**src/rtl/pipe_skeleton.sv**
```systemverilog
// -----------------------------------------------------------------------------
// pipe_skeleton
//
// An in-order pipeline of DEPTH one-entry stages that carries a WIDTH-bit
// payload, such as pc + inst for debug tracing. Stage 0 is the youngest stage.
// Stage DEPTH-1 presents the payload to the retire side.
//
// The ready chain is fully combinational, so an empty stage (a bubble)
// collapses in the same cycle. A payload that is accepted into an unstalled
// pipeline appears at the output DEPTH cycles later.
//
// Ports
//   clk          rising-edge clock
//   rst          asynchronous active-high reset
//   in_valid     upstream (fetch) offers in_data
//   in_data      offered payload
//   in_ready     stage 0 accepts this cycle
//   out_valid    last stage presents out_data
//   out_data     last-stage payload
//   out_ready    downstream (retire) accepts
//   stall_i[k]   hold stage k contents in place
//   flush_i[k]   squash stage k and every younger stage 0..k-1
//   stage_valid  registered valid bit of each stage
//   occupancy    registered count of valid stages
//   retire_cnt   completed output handshakes (wraps)
// -----------------------------------------------------------------------------
module pipe_skeleton #(
  parameter int WIDTH = 64,
  parameter int DEPTH = 5   // legal range 2..16
) (
  input  logic                         clk,
  input  logic                         rst,
  input  logic                         in_valid,
  input  logic [WIDTH-1:0]             in_data,
  output logic                         in_ready,
  output logic                         out_valid,
  output logic [WIDTH-1:0]             out_data,
  input  logic                         out_ready,
  input  logic [DEPTH-1:0]             stall_i,
  input  logic [DEPTH-1:0]             flush_i,
  output logic [DEPTH-1:0]             stage_valid,
  output logic [$clog2(DEPTH+1)-1:0]   occupancy,
  output logic [31:0]                  retire_cnt
);

  localparam int OCC_W = $clog2(DEPTH+1);

  logic [DEPTH-1:0] v_q, v_d;
  logic [WIDTH-1:0] d_q [DEPTH];
  logic [DEPTH-1:0] load;
  logic [DEPTH-1:0] kill, leave, accept;
  logic             out_valid_w, in_ready_w;
  logic [OCC_W-1:0] occ_q, occ_d;
  logic [31:0]      retire_cnt_q;

  // ---------------------------------------------------------------------------
  // Kill / leave / accept chain.
  // A flush at stage k also kills every younger stage. The ready chain is
  // evaluated from the oldest stage down to the youngest. A stage can take a
  // new payload if it is empty or if its own payload moves on this cycle.
  // ---------------------------------------------------------------------------
  // NOTE: every signal written here gets a default first, so no path can leave it unassigned and infer a latch.
  always_comb begin
    kill        = '0;
    leave       = '0;
    accept      = '0;
    out_valid_w = 1'b0;
    in_ready_w  = 1'b0;

    kill[DEPTH-1] = flush_i[DEPTH-1];
    for (int k = DEPTH-2; k >= 0; k--) begin
      kill[k] = flush_i[k] | kill[k+1];
    end

    out_valid_w     = v_q[DEPTH-1] & ~kill[DEPTH-1] & ~stall_i[DEPTH-1];
    leave[DEPTH-1]  = out_valid_w & out_ready;
    accept[DEPTH-1] = ~v_q[DEPTH-1] | leave[DEPTH-1];
    for (int k = DEPTH-2; k >= 0; k--) begin
      leave[k]  = v_q[k] & ~kill[k] & ~stall_i[k] & accept[k+1];
      accept[k] = ~v_q[k] | leave[k];
    end

    // Gating with rst keeps the stage from accepting while it is held in reset.
    in_ready_w = accept[0] & ~kill[0] & ~rst;
  end

  // ---------------------------------------------------------------------------
  // Next-state valid bits and the load enables.
  // A load always wins. A killed stage can never be loaded, because the stage
  // feeding it is killed as well.
  // ---------------------------------------------------------------------------
  always_comb begin
    v_d  = v_q;
    load = '0;

    load[0] = in_valid & in_ready_w;
    for (int k = 1; k < DEPTH; k++) begin
      load[k] = leave[k-1];
    end

    for (int k = 0; k < DEPTH; k++) begin
      if (load[k]) begin
        v_d[k] = 1'b1;
      end else if (leave[k] || kill[k]) begin
        v_d[k] = 1'b0;
      end
    end

    occ_d = '0;
    for (int k = 0; k < DEPTH; k++) begin
      occ_d = occ_d + OCC_W'(v_d[k]);
    end
  end

  // ---------------------------------------------------------------------------
  // Control state: valid bits, occupancy and the retire counter.
  // ---------------------------------------------------------------------------
  // NOTE: sequential state uses non-blocking assignments, so every flop samples the pre-edge values.
  always_ff @(posedge clk or posedge rst) begin
    if (rst) begin
      v_q          <= '0;
      occ_q        <= '0;
      retire_cnt_q <= '0;
    end else begin
      v_q   <= v_d;
      occ_q <= occ_d;
      if (leave[DEPTH-1]) begin
        retire_cnt_q <= retire_cnt_q + 32'd1;
      end
    end
  end

  // ---------------------------------------------------------------------------
  // Payload registers. A payload changes only on a load. A squashed stage
  // keeps its stale data with its valid bit cleared.
  // ---------------------------------------------------------------------------
  for (genvar g = 0; g < DEPTH; g++) begin : g_stage
    logic [WIDTH-1:0] src;
    if (g == 0) begin : g_head
      assign src = in_data;
    end else begin : g_body
      assign src = d_q[g-1];
    end

    // NOTE: the payload array is reset on purpose, so that nothing from the previous run is visible after reset.
    always_ff @(posedge clk or posedge rst) begin
      if (rst) begin
        d_q[g] <= '0;
      end else if (load[g]) begin
        d_q[g] <= src;
      end
    end
  end

  assign in_ready    = in_ready_w;
  assign out_valid   = out_valid_w;
  assign out_data    = d_q[DEPTH-1];
  assign stage_valid = v_q;
  assign occupancy   = occ_q;
  assign retire_cnt  = retire_cnt_q;

endmodule

```
**config.mk**
```make
export PLATFORM = sky130hd
export DESIGN_NAME = pipe_skeleton
export DESIGN_NICKNAME = d
export VERILOG_FILES = /design/src/rtl/pipe_skeleton.sv
export SDC_FILE = /design/constraint.sdc
export NUM_CORES = 1
export LEC_CHECK = 0
export BUFFER_PORTS_ARGS = -buffer_cell sky130_fd_sc_hd__clkbuf_2
export CAP_MARGIN = 40
export CORE_MARGIN = 2
export CORE_UTILIZATION = 45
export CTS_BUF_LIST = sky130_fd_sc_hd__clkbuf_2 sky130_fd_sc_hd__clkbuf_4 sky130_fd_sc_hd__clkbuf_8
export CTS_CLUSTER_DIAMETER = 100
export DETAILED_ROUTE_END_ITERATION = 8
export PLACE_DENSITY = 0.74
export RECOVER_POWER = 25
export SKIP_CTS_REPAIR_TIMING = 1
export SLEW_MARGIN = 20
export SYNTH_ARGS = -nofsm -noshare
export SYNTH_HDL_FRONTEND = slang
export SYNTH_SLANG_ARGS = --single-unit
```
**constraint.sdc**
```tcl
create_clock -name clk -period 62.3 [get_ports clk]
set_clock_uncertainty 0.05 [all_clocks]
set_input_delay 18.69 -clock clk [delete_from_list [all_inputs] [get_ports clk]]
set_output_delay 18.69 -clock clk [all_outputs]
set_load 0.02 [all_outputs]
```
==> run metrics, run 1 <==
sequential power share=54.1%; total core area=29,800 um2; Pwr Density=27.5 nW/um2; drt total wl=25,900 um; Placer Congestion=0.785; Synth Area in XOR/XNOR=1.98%; Min Clock Period, post-route=42.31 ns; IO Pins=184; Yosys reg bits=360; multiplexer share of the synthesized area=26.3%; status=finished, violations left; mapped cell area=13,700 um2; GRT overflow=0; critical path's most frequent cell=clkbuf_2; Psw=0.0932 mW; Register-to-Register Path Depth=9; Antenna Cells=0; Worst Hold Class=reg -> reg; Synth Area in Adders=0.475%; first-pass GRT wire length=42,400 um; Worst path slowest cell=clkinvlp_2; Nets=1,152; worst-skew pair later-pin latency=0.56 ns; Mean Syn Cell Area=16.2 um2; initial antenna violation count=0; Setup TNS Final=0 ns; Final Instance Count excl. Fillers=1,493; die area=31,800 um2; Final Max Tran Viols=235; Synth Instances=843; Final ANT Viol Nets=0; main combinational cell family by area after synthesis=multiplexers; sw frac=20.8%; clock slew at reported path FFs=0.05 ns; Iter 0 DRT Violations=341; P_int=0.355 mW; Leak=8.63 nW; hold depth=1; Hold Fails Final Rpt=0; hpwl dp=16,900 um; CTS sink count=360; Worst setup SP type=primary input; most common cell after layout, fill and taps aside=dfrtp_1; WP data arrival=23.57 ns; Combinational Power Share=3.0%; root buffer cell=clkbuf_8; area grow syn2layout=19.0%; # rows=63; cts bufs inserted=57; drt pass-1 iters=4; routed via count=7,591; H-tree Lvls=2; violated checks=capacitance limit, slew limit; f_max=23.6 MHz; Setup crit end kind=primary output; simple-gate portion of the synthesized area=3.13%; CP Class=in -> out; fraction of the mapped netlist area in compound gates=0.795%; Via density=5.08; max cap viols=4; largest net degree at the start of global routing=106; Fillers=2,450; vias in the first global route=7,875; yosys warns=0; CTS tree=done; Seq/Total Area, Yosys=65.8%; Tcrit/Tclk final=67.9%; drt wl/cell=17.4 um; Netlist cell types=38; Worst Max-Slew Pin Slew=4.47 ns; RSZ-0062 raised after global routing=no; Clk pwr share=42.9%; Residual DRC=0; Cells after DPL=1,401; layout cell share with drive strength beyond 1=56.2%; GRT Total Usage=16.9%; Slew headroom=-200%; Clock Tree Buf Depth=3; Synthesized Nets=925; critical-path maximum fanout=105; final setup fails=0; Initial Util=45.9%; most frequent cells in the layout=360 x dfrtp_1, 320 x mux2_2, 181 x clkbuf_2, 66 x clkbuf_8, 24 x clkbuf_4; height of the chip=178 um; worst vdd ir=0.0000186 V; die width=178 um; PortBufs=183; Critical Path RT=43.56 ns; crit-path cells=clkbuf_2, clkinvlp_2, and3_1, clkbuf_2; crit-path max cell delay=3.26 ns
## worst max-delay path: cells and delay by family
family                 cells  cell delay (ns)
and+or+nand+nor            1             1.25
buffers and inverters      3             3.55
## power by group through the flow
stage          combinational (mW)  sequential, mW  clock [mW]
3_3_place_gp               0.0134           0.246           0
4_1_cts                    0.0144           0.242       0.199
3_5_place_dp               0.0144           0.246           0
5_1_grt                    0.0155           0.243       0.210
6_report                   0.0136           0.242       0.192
2_1_floorplan             0.00879           0.245           0
## layout make-up
type / instances / area (um2) / area share (%)
Clock buffer: 90 / 1090 / 6.68
Clock inverter: 2 / 13.8 / 0.0845
Sequential cell: 360 / 9010 / 55.3
Timing Repair Buffer: 202 / 1150 / 7.05
Inverter: 6 / 23.8 / 0.146
Tap cell: 390 / 488 / 3.00
Multi-Input combinational cell: 443 / 4510 / 27.7
## registers in the layout, summed over array words and instances, names as in the netlist
signal / cells
g_stage.src: 256
out_data: 64
retire_cnt: 32
stage_valid: 5
occupancy: 3
## synth_stat cells
library cell  instances  area [um2]
nor4_1                3        18.8
nand4_4               1        21.3
ha_1                  2        25.0
o211ai_1              1        7.51
nand2_1              17        63.8
a31o_2                1        8.76
nand3_1              13        65.1
and3_1                5        31.3
dfrtp_1             360        9010
o32ai_1               1        8.76
nand2b_1              1        6.26
o2111ai_2             1        15.0
o211a_1               1        10.0
a21boi_0              1        7.51
a211oi_1              2        15.0
a211oi_2              1        12.5
or4_4                 1        11.3
nor3_1                2        10.0
nor2_1               10        37.5
nor3b_1               3        22.5
xnor2_1              23         201
and4_1                4        35.0
or2_2                 1        6.26
inv_1                 6        22.5
nand4_1               8        50.1
mux2_2              320        3600
nor2b_1               2        12.5
clkbuf_1             21        78.8
a2111oi_0             1        8.76
xor2_1                8        70.1
o21ai_0               1        5.00
and2_1                2        12.5
nor4_2                1        12.5
buf_6                 6        67.6
a21oi_1               2        10.0
fa_1                  2        40.0
nand4bb_1             1        11.3
buf_2                 7        35.0
## path summary, 6_finish.rpt
kind	startpoint	end	slack, ns
min in group asynchronous	rst	g_stage[1].src[21]	19.43
worst min-delay path	retire_cnt[31]	retire_cnt[31]	0.43
max in group asynchronous	rst	out_data[4]	37.08
worst max register to register	stage_valid[3]	occupancy[1]	59.07
worst max-delay path	rst	in_ready	19.99
worst min register to register	retire_cnt[31]	retire_cnt[31]	0.43
## metrics by stage
| stage | power (mW) | instance area (um2) | utilization, % | setup WS, ns | hold slack, ns |
|---|---|---|---|---|---|
| 2_1_floorplan | 0.254 | 13700 | - | 16.31 | 0.424 |
| 3_3_place_gp | 0.259 | 15000 | 50.4 | 23.19 | 0.406 |
| 3_5_place_dp | 0.261 | 15200 | 51.1 | 23.12 | 0.423 |
| 4_1_cts | 0.456 | 16300 | 54.8 | 23.12 | 0.434 |
| 5_1_grt | 0.469 | 16300 | 54.7 | 18.92 | 0.444 |
| 6_report | 0.448 | 16300 | 54.7 | 19.99 | 0.426 |
## kinds of logic (layout without fill, tap and decap cells)
family,after synthesis,after routing
DFF,360,360
AOI/OAI and AO/OA,13,13
xor gates and xnor gates,31,31
adders and majority gates,4,4
muxes,320,320
and+or+nand+nor,75,75
buffers and inverters,40,300
## per-layer routing
metal,global-route usage [%],routed length (um)
met1,23.0,11700
met2,27.4,12500
met3,3.73,1270
met4,4.47,442
met5,0,0
No activity file was read; power rests on OpenSTA's default activity.
==> run 2: changes to the inputs <==
--- a/config.mk
+++ b/config.mk
@@ -12,7 +12,7 @@
 export CTS_BUF_LIST = sky130_fd_sc_hd__clkbuf_2 sky130_fd_sc_hd__clkbuf_4 sky130_fd_sc_hd__clkbuf_8
 export CTS_CLUSTER_DIAMETER = 100
 export DETAILED_ROUTE_END_ITERATION = 8
-export PLACE_DENSITY = 0.74
+export PLACE_DENSITY = 0.76
 export RECOVER_POWER = 25
 export SKIP_CTS_REPAIR_TIMING = 1
 export SLEW_MARGIN = 20
==> constraint.sdc (replaced) <==
create_clock -name clk -period 36.9 [get_ports clk]
set_clock_uncertainty 0.05 [all_clocks]
set_input_delay 11.07 -clock clk [delete_from_list [all_inputs] [get_ports clk]]
set_output_delay 11.07 -clock clk [all_outputs]
set_load 0.02 [all_outputs]
==> run metrics, run 2 (synthesis gave the netlist of run 1 again) <==
H-tree Lvls=2 (unchanged); Initial Util=45.9% (unchanged); largest net degree at the start of global routing=90 (-15%); CTS sink count=360 (unchanged); initial antenna violation count=0 (unchanged); die width=178 um (unchanged); Leak=8.70 nW (+0.87%); violated checks=capacitance limit, slew limit; hold path endpoint=retire_cnt[31]; Antenna Cells=0 (unchanged); Min Clock Period, post-route=26.60 ns; Final Max Tran Viols=210 (-11%); Worst setup SP type=primary input; worst-skew pair later-pin latency=0.58 ns (+0.02 ns); height of the chip=178 um (unchanged); most frequent cells in the layout=360 x dfrtp_1, 320 x mux2_2, 181 x clkbuf_2, 77 x clkbuf_8, 23 x xnor2_1; Slew headroom=-163% (+37 points); IO Pins=184 (unchanged); Final Instance Count excl. Fillers=1,502 (+0.60%); CP Class=in -> out; drt total wl=26,000 um (+0.29%); root buffer cell=clkbuf_8; routed via count=7,568 (-0.30%); Iter 0 DRT Violations=338 (-0.88%); fin area=16,400 um2 (+0.94%); hold_sp=retire_cnt[31]; area grow syn2layout=20.1%; Placement Setup Slack=12.94 ns (-10.18 ns); Via density=5.04 (-0.90%); most common cell after layout, fill and taps aside=dfrtp_1; critical-path maximum fanout=89 (-15%); Fillers=2,433 (-0.69%); Pwr Density=49.1 nW/um2 (+78%); Area after DPL=15,100 um2 (-0.69%); RSZ-0062 raised after global routing=no; PortBufs=183 (unchanged); Setup TNS Final=0 ns (unchanged); status=finished, violations left; Nets=1,150 (-0.17%); GRT overflow=0 (unchanged); WP data arrival=15.48 ns (-8.09 ns); die area=31,800 um2 (unchanged); # rows=63 (unchanged); drt pass-1 iters=4 (unchanged); Worst Max-Slew Pin Slew=3.92 ns (-0.554 ns); Critical Path RT=25.78 ns (-17.78 ns); Register-to-Register Path Depth=8 (-1); Hold Fails Final Rpt=0 (unchanged); f_max=37.6 MHz; Multi-input gate area=4510 um2 (unchanged); final setup fails=0 (unchanged); hold depth=1 (unchanged); Clock Tree Buf Depth=3 (unchanged); Setup crit end kind=primary output; CTS tree=done; hpwl dp=16,300 um (-3.4%); layout cell share with drive strength beyond 1=56.5% (+0.26 points); Cells after DPL=1,397 (-0.29%); Worst Hold Class=reg -> reg; max cap viols=3 (-1); Residual DRC=0 (unchanged); sequential cell area=9010 um2 (unchanged); R2R setup slack=33.62 ns (-25.45 ns); Final ANT Viol Nets=0 (unchanged); cts bufs inserted=56 (-1.8%); total core area=29,800 um2 (unchanged); Reg-to-Reg End=occupancy[1]; vias in the first global route=7,963 (+1.1%); Tcrit/Tclk final=72.1%; r2r startpoint=stage_valid[4]; worst vdd ir=0.0000330 V (+77%); drt wl/cell=17.3 um (-0.32%); Placer Congestion=0.780 (-0.61%); first-pass GRT wire length=41,900 um (-1.0%); clock slew at reported path FFs=0.06 ns (about the same); Final WS setup=10.30 ns (-9.69 ns); GRT Total Usage=16.7% (-0.16 points); Power, Total=0.807 mW (+80%); max reg flops=256 (unchanged)
run 2: power by group:
group,total (mW),internal [mW],switching (mW)
combinational,0.0232,0.0109,0.0123
sequential,0.409,0.404,0.00454
clock,0.375,0.225,0.150
total,0.807,0.640,0.167
run 2: routing by layer:
| layer | track usage, % | wire length (um) |
|---|---|---|
| met5 | 0 | 0 |
| met4 | 5.01 | 505 |
| met3 | 3.67 | 1450 |
| met2 | 27.7 | 12900 |
| met1 | 22.0 | 11200 |
run 2: worst max-delay path: stages:
cell	delay, ns
clkbuf_2	0.09
clkinvlp_2	2.88
and3_1	1.19
clkbuf_2	0.20
run 2: metrics by stage:
stage | utilization (%) | hold slack, ns
after global routing | 55.2 | 0.439
after CTS | 55.1 | 0.431
final | 55.2 | 0.424
after global placement | 50.5 | 0.408
after floorplan | - | 0.424
after detailed placement | 50.7 | 0.431
run 2: worst max path at each step:
| stage | endpoint | from | cells after the start |
|---|---|---|---|
| after floorplan | in_ready | rst | 2 |
| after global placement | in_ready | flush_i[4] | 6 |
| after detailed placement | in_ready | flush_i[4] | 6 |
| after CTS | in_ready | flush_i[4] | 6 |
| after global routing | in_ready | rst | 4 |
| final | in_ready | rst | 4 |
run 2: area by class of cell:
type                            count  share of cell area (%)
Clock buffer                       95                    7.27
Clock inverter                      7                   0.738
Timing Repair Buffer              201                    6.61
Tap cell                          390                    2.97
Inverter                            6                   0.145
Multi-Input combinational cell    443                    27.5
Sequential cell                   360                    54.8
